===== config.mk =====
export PLATFORM = sky130hd
export DESIGN_NAME = alu_packet_engine
export DESIGN_NICKNAME = d
export VERILOG_FILES = /design/src/rtl/alu_pkg.sv /design/src/rtl/alu_packet_engine.sv
export SDC_FILE = /design/constraint.sdc
export NUM_CORES = 2
export LEC_CHECK = 0
export ABC_CLOCK_PERIOD_IN_PS = 20200
export BUFFER_PORTS_ARGS = -buffer_cell sky130_fd_sc_hd__buf_2
export CAP_MARGIN = 30
export CORE_ASPECT_RATIO = 1.75
export CORE_MARGIN = 2
export CORE_UTILIZATION = 55
export CTS_CLUSTER_SIZE = 16
export DETAILED_ROUTE_END_ITERATION = 10
export PLACE_DENSITY = 0.79
export SLEW_MARGIN = 20
export SYNTH_ARGS = -nofsm -noshare
export SYNTH_HDL_FRONTEND = slang
export SYNTH_SLANG_ARGS = --single-unit

===== constraint.sdc =====
create_clock -name clk_i -period 20.2 [get_ports clk_i]
set_input_delay 2.02 -clock clk_i [delete_from_list [all_inputs] [get_ports clk_i]]
set_output_delay 2.02 -clock clk_i [all_outputs]
set_load 0.01 [all_outputs]

===== src/rtl/alu_pkg.sv =====
// Shared opcodes, header length and FSM states for the UART ALU packet engine.
package alu_pkg;

    localparam logic [7:0] OP_ECHO = 8'hEC;
    localparam logic [7:0] OP_ADD = 8'hAD;
    localparam logic [7:0] OP_MUL = 8'h88;

    localparam int HDR_LEN_C = 4;

    typedef enum logic [2:0] {
        HDR,
        ECHO,
        ACCUM,
        EMIT,
        DROP
    } state_e;

endpackage


===== src/rtl/alu_packet_engine.sv =====
// Byte-stream packet processor: parses a 4-byte header, then echoes,
// sums or multiplies 32-bit little-endian operands and emits the result.
module alu_packet_engine
    import alu_pkg::*;
#(
    parameter int OPERAND_WIDTH_P = 32,
    parameter int LEN_WIDTH_P = 16
) (
    input  logic       clk_i,
    input  logic       rst_i,
    input  logic [7:0] rx_data_i,
    input  logic       rx_valid_i,
    output logic       rx_ready_o,
    output logic [7:0] tx_data_o,
    output logic       tx_valid_o,
    input  logic       tx_ready_i,
    output logic       busy_o,
    output logic       err_o
);

    localparam int W = OPERAND_WIDTH_P;
    localparam int L = LEN_WIDTH_P;

    state_e state_q, state_d;

    logic [1:0]   hdr_cnt_q;
    logic [7:0]   opcode_q;
    logic [7:0]   len_lo_q;
    logic [L-1:0] remaining_q;
    logic [1:0]   byte_cnt_q;
    logic [W-1:0] opnd_q;
    logic [W-1:0] acc_q;
    logic         first_q;
    logic [2:0]   emit_idx_q;
    logic [7:0]   tx_data_q;
    logic         tx_valid_q;
    logic         err_q;

    logic         rx_ready;
    logic         rx_fire;
    logic         tx_fire;
    logic         hdr_last;
    logic         last_byte;
    logic         is_echo;
    logic         is_alu;
    logic         bad;
    logic [L-1:0] len_w;
    logic [L-1:0] payload;
    logic [W-1:0] word;

    assign rx_fire = rx_valid_i && rx_ready;
    assign tx_fire = tx_valid_q && tx_ready_i;
    assign hdr_last = rx_fire && (state_q == HDR) && (hdr_cnt_q == 2'd3);
    assign last_byte = rx_fire && (remaining_q == L'(1));
    assign word = {rx_data_i, opnd_q[W-1:8]};

    assign len_w = L'({rx_data_i, len_lo_q});
    assign payload = (len_w < L'(HDR_LEN_C)) ? '0 : len_w - L'(HDR_LEN_C);
    assign is_echo = (opcode_q == OP_ECHO);
    assign is_alu = (opcode_q == OP_ADD) || (opcode_q == OP_MUL);
    assign bad = (!is_echo && !is_alu)
               || (len_w < L'(HDR_LEN_C))
               || (is_alu && ((payload == '0) || (payload[1:0] != 2'b00)));

    always_comb begin
        rx_ready = 1'b0;
        case (state_q)
            HDR, ACCUM, DROP: rx_ready = 1'b1;
            ECHO:             rx_ready = !tx_valid_q || tx_ready_i;
            default:          rx_ready = 1'b0;
        endcase
        if (rst_i) rx_ready = 1'b0;
    end

    // Zero-payload packets (valid or dropped) go straight back to HDR so
    // that DROP/ECHO are only ever entered with bytes still to consume.
    always_comb begin
        state_d = state_q;
        case (state_q)
            HDR: begin
                if (hdr_last) begin
                    if (payload == '0) state_d = HDR;
                    else if (bad) state_d = DROP;
                    else if (is_echo) state_d = ECHO;
                    else state_d = ACCUM;
                end
            end
            ECHO:  if (last_byte) state_d = HDR;
            ACCUM: if (last_byte) state_d = EMIT;
            EMIT:  if (tx_fire && emit_idx_q == 3'd4) state_d = HDR;
            DROP:  if (last_byte) state_d = HDR;
            default: state_d = HDR;
        endcase
    end

    always_ff @(posedge clk_i or posedge rst_i) begin
        if (rst_i) state_q <= HDR;
        else state_q <= state_d;
    end

    always_ff @(posedge clk_i or posedge rst_i) begin
        if (rst_i) begin
            hdr_cnt_q   <= '0;
            opcode_q    <= '0;
            len_lo_q    <= '0;
            remaining_q <= '0;
            byte_cnt_q  <= '0;
            opnd_q      <= '0;
            acc_q       <= '0;
            first_q     <= 1'b0;
            emit_idx_q  <= '0;
            tx_data_q   <= '0;
            tx_valid_q  <= 1'b0;
            err_q       <= 1'b0;
        end else begin
            err_q <= 1'b0;
            if (tx_fire) tx_valid_q <= 1'b0;
            case (state_q)
                HDR: begin
                    if (rx_fire) begin
                        hdr_cnt_q <= hdr_cnt_q + 2'd1;
                        if (hdr_cnt_q == 2'd0) opcode_q <= rx_data_i;
                        if (hdr_cnt_q == 2'd2) len_lo_q <= rx_data_i;
                        if (hdr_cnt_q == 2'd3) begin
                            remaining_q <= payload;
                            err_q       <= bad;
                            byte_cnt_q  <= '0;
                            first_q     <= 1'b1;
                            emit_idx_q  <= '0;
                        end
                    end
                end
                ECHO: begin
                    if (rx_fire) begin
                        tx_data_q   <= rx_data_i;
                        tx_valid_q  <= 1'b1;
                        remaining_q <= remaining_q - L'(1);
                    end
                end
                ACCUM: begin
                    if (rx_fire) begin
                        opnd_q      <= word;
                        byte_cnt_q  <= byte_cnt_q + 2'd1;
                        remaining_q <= remaining_q - L'(1);
                        if (byte_cnt_q == 2'd3) begin
                            first_q <= 1'b0;
                            if (first_q) acc_q <= word;
                            else if (opcode_q == OP_MUL) acc_q <= acc_q * word;
                            else acc_q <= acc_q + word;
                        end
                    end
                end
                EMIT: begin
                    if ((!tx_valid_q || tx_ready_i) && emit_idx_q != 3'd4) begin
                        tx_data_q  <= acc_q[{emit_idx_q[1:0], 3'b000} +: 8];
                        tx_valid_q <= 1'b1;
                        emit_idx_q <= emit_idx_q + 3'd1;
                    end
                end
                DROP: begin
                    if (rx_fire) remaining_q <= remaining_q - L'(1);
                end
                default: ;
            endcase
        end
    end

    assign rx_ready_o = rx_ready;
    assign tx_data_o = tx_data_q;
    assign tx_valid_o = tx_valid_q;
    assign err_o = err_q;
    assign busy_o = (state_q != HDR) || (hdr_cnt_q != 2'd0);

endmodule


* Yosys cells after proc, flatten, opt, wreduce, memory -nomap -nowiden *
Cells that the tools add are included.

storage, ports and cells
  logic and storage cells = 128
  output and inout port bits = 12
  memories kept = 0
  register bits = 117
  input port bits = 12
  latch bits = 0
  memory bits (writable) = 0
  ROM bits = 0

operators by class
  multiplexer cells = 40
  bitwise logic cells = 0
  order comparisons = 1
  shift operators = 1
  equality and inequality tests = 24
  reductions and logical operators = 42
  divide/modulo/power cells = 0
  multipliers = 1
  add/subtract/negate cells = 6

operator list
  kind                     number
  $mux W16                 4
  $mux W32                 2
  $add A32 B32 Y32         1
  $mul A32 B32 Y32         1
  $pmux W16 S2             1
  $shiftx A32 B6 Y8        1
  $mux W3                  9
  $eq A8 B8 Y1 const B     3
  $eq A16 B1 Y1 const B    1
  $logic_not A16 Y1        1
  $lt A16 B3 Y1 const B    1
  $mux W8                  2
  $ne A2 B2 Y1 const B     8
  $pmux W8 S2              1
  $reduce_and A4 Y1        4
  $sub A16 B1 Y16 const B  1
  $sub A16 B3 Y16 const B  1
  $pmux W3 S4              1
  $reduce_and A3 Y1        4
  $reduce_bool A2 Y1       6
  $mux W1                  11
  $logic_and A1 B1 Y1      9
  $mux W2                  4
  $eq A2 B2 Y1 const B     3
  other kinds (19)         35

* Logic depth before layout (Yosys ltp) *
  depth in word-level cells = 10
  mapped depth = 28
  mapped depth without buffers = 26

* Worst setup path after synthesis *
Ideal clock, no wire load.

  path type = input to register
  start point = input port rx_data_i[1]
  end point = register acc_q[31]
  setup time = 101 ps
  data required time = 20,099 ps
  stages on the path = 23
  data arrival time = 7,685 ps
  buffers on the path = 2
  path slack = 12,414 ps
  cells stage by stage = buf_2 > clkbuf_1 > and2_1 > fa_1 > inv_1 > fa_1 > inv_1 > fa_1 > fa_1 > inv_1 > fa_1 > fa_1 > fa_1 > fa_1 > xor2_1 > xnor2_1 > xnor2_1 > xnor2_1 > xnor2_1 > xnor2_1 > xnor2_2 > xnor2_1 > o311ai_2

on the way
  word-level cells in the longest chain between the ends = 3
  elaborated cells on any way between the ends = 4
  those cells by class = add/sub: 1; mul: 1; mux: 2

RTL lines
  what                                                         RTL line                                            RTL
  start, declared                                              alu_packet_engine.sv:11                             input logic [7:0] rx_data_i,
  $mul A32 B32 Y32 / $add A32 B32 Y32 (equally long branches)  alu_packet_engine.sv:148, alu_packet_engine.sv:149
  $mux W32 *                                                   alu_packet_engine.sv:148                            else if (opcode_q == OP_MUL) acc_q <= acc_q * word;
  $mux W32 *                                                   alu_packet_engine.sv:147                            if (first_q) acc_q <= word;
  end signal, assigned                                         alu_packet_engine.sv:147
  end signal, assigned                                         alu_packet_engine.sv:148
  end signal, assigned                                         alu_packet_engine.sv:149                            else acc_q <= acc_q + word;
  end, declared                                                alu_packet_engine.sv:32                             logic [W-1:0] acc_q;

Every way passes the cells marked *; elsewhere a longest branch is shown, timed or not.
A chain may end at the register's enable or synchronous reset.

* Worst setup path in the final report *
  start point = register acc_q[13]
  end point = register acc_q[29]

on the way
  word-level cells in the longest chain between the ends = 3
  elaborated cells on any way between the ends = 4
  those cells by class = add/sub: 1; mul: 1; mux: 2

RTL lines
  what                                                         RTL line
  $mul A32 B32 Y32 / $add A32 B32 Y32 (equally long branches)  alu_packet_engine.sv:148, alu_packet_engine.sv:149
  $mux W32 *                                                   alu_packet_engine.sv:148
  $mux W32 *                                                   alu_packet_engine.sv:147

Marked as above.

==> flow_metrics.env <==
export IMPL_placed_cell_area_sq_um=23570
export IMPL_cp_slowest_stage_delay_ns=1.05
export IMPL_hold_path_class="reg2reg"
export IMPL_pin_count=24
export IMPL_final_setup_worst_slack_ns=12.35
export IMPL_drive_gt1_share_pct=6.502
export IMPL_syn_instance_count=2528
export IMPL_cts_inserted_buffers=9
export IMPL_hold_viol_final=0
export IMPL_total_leakage_power_nw=11.87
export IMPL_grt_pass1_vias=20294
export IMPL_synth_area_per_cell_sq_um=9.075
export IMPL_gp_congestion=0.9714
export IMPL_grt_use_total_pct=33.84
export IMPL_cts_tree="built"
export IMPL_dp_cells=3012
export IMPL_fin_crit_ns=7.852
export IMPL_start_util_pct=55.45
export IMPL_stdcell_area_sq_um=23950
export IMPL_vias=18332
export IMPL_synth_mux_area_share_pct=3.332
export IMPL_cts_root_buf="clkbuf_16"
export IMPL_grt_pass1_wl_mm=110.0
export IMPL_synth_xor_area_share_pct=4.576
export IMPL_worst_pin_slew_ns=1.070
export IMPL_maxCapViolations=0
export IMPL_grt_ovfl_total=0
export IMPL_powerDensity_nw_per_um2=28.25
export IMPL_crit_path_start_kind="flop"
export IMPL_slew_violations=0
export IMPL_synth_area_sq_um=22940
export IMPL_postCtsSetupBuffers=0
export IMPL_finalSetupTns_ns=0
export IMPL_yosysSeqAreaShare_pct=11.89
export IMPL_fin_skew_ns=0.009096
export IMPL_max_slew_margin_pct=28.69
export IMPL_ys_types=77
export IMPL_dp_hpwl_mm=50.42
export IMPL_path_buf_inv=4
export IMPL_required_ns=20.46
export IMPL_cpMostUsedCell="fa_1"
export IMPL_synth_top_family_by_area="adder cells"
export IMPL_synthSimpleGateAreaFrac_pct=17.58
export IMPL_final_antenna_net_count=0
export IMPL_cts_hold_buf=0
export IMPL_clockBufferDepth=2
export IMPL_h_tree_depth=3
export IMPL_fin_nets=3055
export IMPL_yosys_warnings=0
export IMPL_vdd_drop_max_mv=0.06697
export IMPL_crit_fanout=21
export IMPL_coreArea_sq_um=41370
export IMPL_io_buffers=23
export IMPL_wl_per_cell_um=23.11
export IMPL_wirelength_mm=70.08
export IMPL_dp_slack_ns=12.17
export IMPL_synth_compound_area_share_pct=9.234
export IMPL_yosys_area_top_type="fa_1"
export IMPL_cts_sink_count=109
export IMPL_max_freq_mhz=127.4
export IMPL_antenna_found_initial=2
export IMPL_syn_nets=3112
export IMPL_synth_adder_area_share_pct=44.58
export IMPL_grt_max_degree=70
export IMPL_cp_slowest_cell="dfrtp_1"
export IMPL_async_flop_share_pct=100.0
export IMPL_path_delay_family="adder cells"
export IMPL_drc=0
export IMPL_rows=99
export IMPL_netlist_top_cells_count="fa_1, inv_1, nand2_1"
export IMPL_synth_area_leaders="fa_1, dfrtp_1, ha_1"
export IMPL_setup_viol=0
export IMPL_drt_iter0_drc=1267
export IMPL_ys_flop_type="dfrtp_1"
export IMPL_clk_pin_slew_worst_paths_ns=0.08
export IMPL_rsz0062_at_grt="no"
export IMPL_synth_edff_count=0
export IMPL_clk_latency_ns=0.38
export IMPL_viasPerCell=6.044
export IMPL_final_cells=3033
export IMPL_drt_pre_antenna_iters=7
export IMPL_die_area_sq_um=43420
export IMPL_die_h_um=274.2
export IMPL_crit_chain="and2_1, fa_1, fa_1, fa_1, inv_1, fa_1, inv_1, fa_1, inv_1, fa_1, inv_1, fa_1, fa_1, ha_1, a21o_1, a21o_1, a21o_1, nand3b_1, a31oi_1, and4b_1, o21a_1, and3b_1, o31ai_1, a21oi_1"
export IMPL_endpoint_kind="flop"
export IMPL_synth_ff_latch_count=109
export IMPL_die_w_um=158.4
export IMPL_status="finished clean"
export IMPL_netlist_area_leader_share_pct=35.69
export IMPL_period_share_pct=38.87
export IMPL_yosysMostFrequentCell="fa_1"
export IMPL_criticalPathCategory="reg2reg"
export IMPL_worstPathArrival_ns=8.11
export IMPL_cts_resized=0
export IMPL_area_delta_synth_final_pct=4.385
[kinds of logic after synthesis]
group,Yosys count
flops,109
fa+ha+maj,572
compound gates,335
mux,61
buf+inv,537
xor+xnor,119
simple gates,795
[worst register-to-register path, cell delays in order, from the launching register on]
cell and delay [ns]:
dfrtp_1 1.05, and2_1 0.29, fa_1 0.42, fa_1 0.49, fa_1 0.51, inv_1 0.05, fa_1 0.47, inv_1 0.05
fa_1 0.50, inv_1 0.06, fa_1 0.54, inv_1 0.06, fa_1 0.50, fa_1 0.41, ha_1 0.37, a21o_1 0.22
a21o_1 0.17, a21o_1 0.20, nand3b_1 0.15, a31oi_1 0.17, and4b_1 0.24, o21a_1 0.28, and3b_1 0.20, o31ai_1 0.24
a21oi_1 0.09
[through the flow]
stage	hold slack [ns]	power, W	util [%]
after floorplan	0.4502	0.0004279	-
after detailed placement	0.4684	0.0004885	56.98
after global placement	0.4621	0.0004785	56.94
after CTS	0.4870	0.0006723	57.70
after global routing	0.5041	0.0007099	57.87
final	0.4804	0.0006765	57.88
[cell usage in the layout, fill, tap and decap left out, types with 7 or more instances in the layout]
| master | Yosys | layout |
|---|---|---|
| buf_2 | 4 | 23 |
| and3_1 | 15 | 15 |
| o211ai_1 | 7 | 7 |
| o21ai_1 | 21 | 22 |
| inv_1 | 397 | 396 |
| a211oi_1 | 18 | 18 |
| ha_1 | 163 | 163 |
| mux4_2 | 8 | 8 |
| clkbuf_16 | 0 | 9 |
| mux2i_1 | 10 | 10 |
| buf_4 | 0 | 44 |
| a31oi_1 | 21 | 21 |
| nand2_1 | 307 | 307 |
| xnor2_1 | 79 | 79 |
| mux2_2 | 43 | 43 |
| nor3_1 | 22 | 22 |
| nand3_1 | 15 | 15 |
| or3_1 | 8 | 8 |
| and2_1 | 305 | 305 |
| o21a_1 | 10 | 10 |
| a21oi_1 | 77 | 77 |
| o21bai_1 | 9 | 9 |
| nor2_1 | 72 | 72 |
| xor2_1 | 39 | 39 |
| a21o_1 | 28 | 28 |
| nand2b_1 | 8 | 8 |
| o21ai_0 | 86 | 85 |
| fa_1 | 409 | 409 |
| dfrtp_1 | 109 | 108 |
| nor2b_1 | 9 | 9 |
[state kept, by name, indices dropped and copies added, names as in the netlist, 2 cells and up]
signal / flops
byte_cnt_q: 2
hdr_cnt_q: 2
emit_idx_q: 3
tx_data_o: 8
len_lo_q: 8
acc_q: 32
state_q: 3
opcode_q: 8
remaining_q: 16
opnd_q: 24
[report_power, final]
part	internal [W]	switching [W]	total (W)
Sequential	0.000253	0.0000377	0.000291
Clock	0.0000880	0.0000962	0.000184
Combinational	0.0000791	0.000122	0.000201
Total	0.000420	0.000256	0.000676
[area by class of cell]
class	instances	area (sq um)
inverter	398	1496
tap	555	694.4
fill	3556	17430
multi-input combinational	1882	18190
timing repair buffer	71	530.5
sequential	109	2729
clock buffer	9	225.2
antenna	2	5.005
clock inverter	7	73.82
[routing by layer]
layer | vias up | track usage, % | wire (um)
met5 | - | 0 | 15
met4 | 2 | 28.05 | 7216
met3 | 427 | 6.417 | 5063
met2 | 945 | 58.20 | 35050
met1 | 9163 | 35.31 | 22740
li1 | 7795 | - | -
[final timing paths]
kind                                             to                startpoint  depth (start not counted)  slack (ns)
setup / recovery              acc_q[29]$_DFFE_PP0P_     acc_q[13]$_DFFE_PP0P_                         24       12.35
hold / removal             tx_data_o[7]$_DFFE_PP0P_  tx_data_o[7]$_DFFE_PP0P_                          2        0.48
setup reg to reg              acc_q[29]$_DFFE_PP0P_     acc_q[13]$_DFFE_PP0P_                         24       12.35
hold reg to reg            tx_data_o[7]$_DFFE_PP0P_  tx_data_o[7]$_DFFE_PP0P_                          2        0.48
max in group asynchronous     acc_q[26]$_DFFE_PP0P_                     rst_i                          4       17.57
min in group asynchronous    state_q[1]$_DFFE_PP0P_                     rst_i                          3        1.75
No activity file was read; power rests on OpenSTA's default activity.
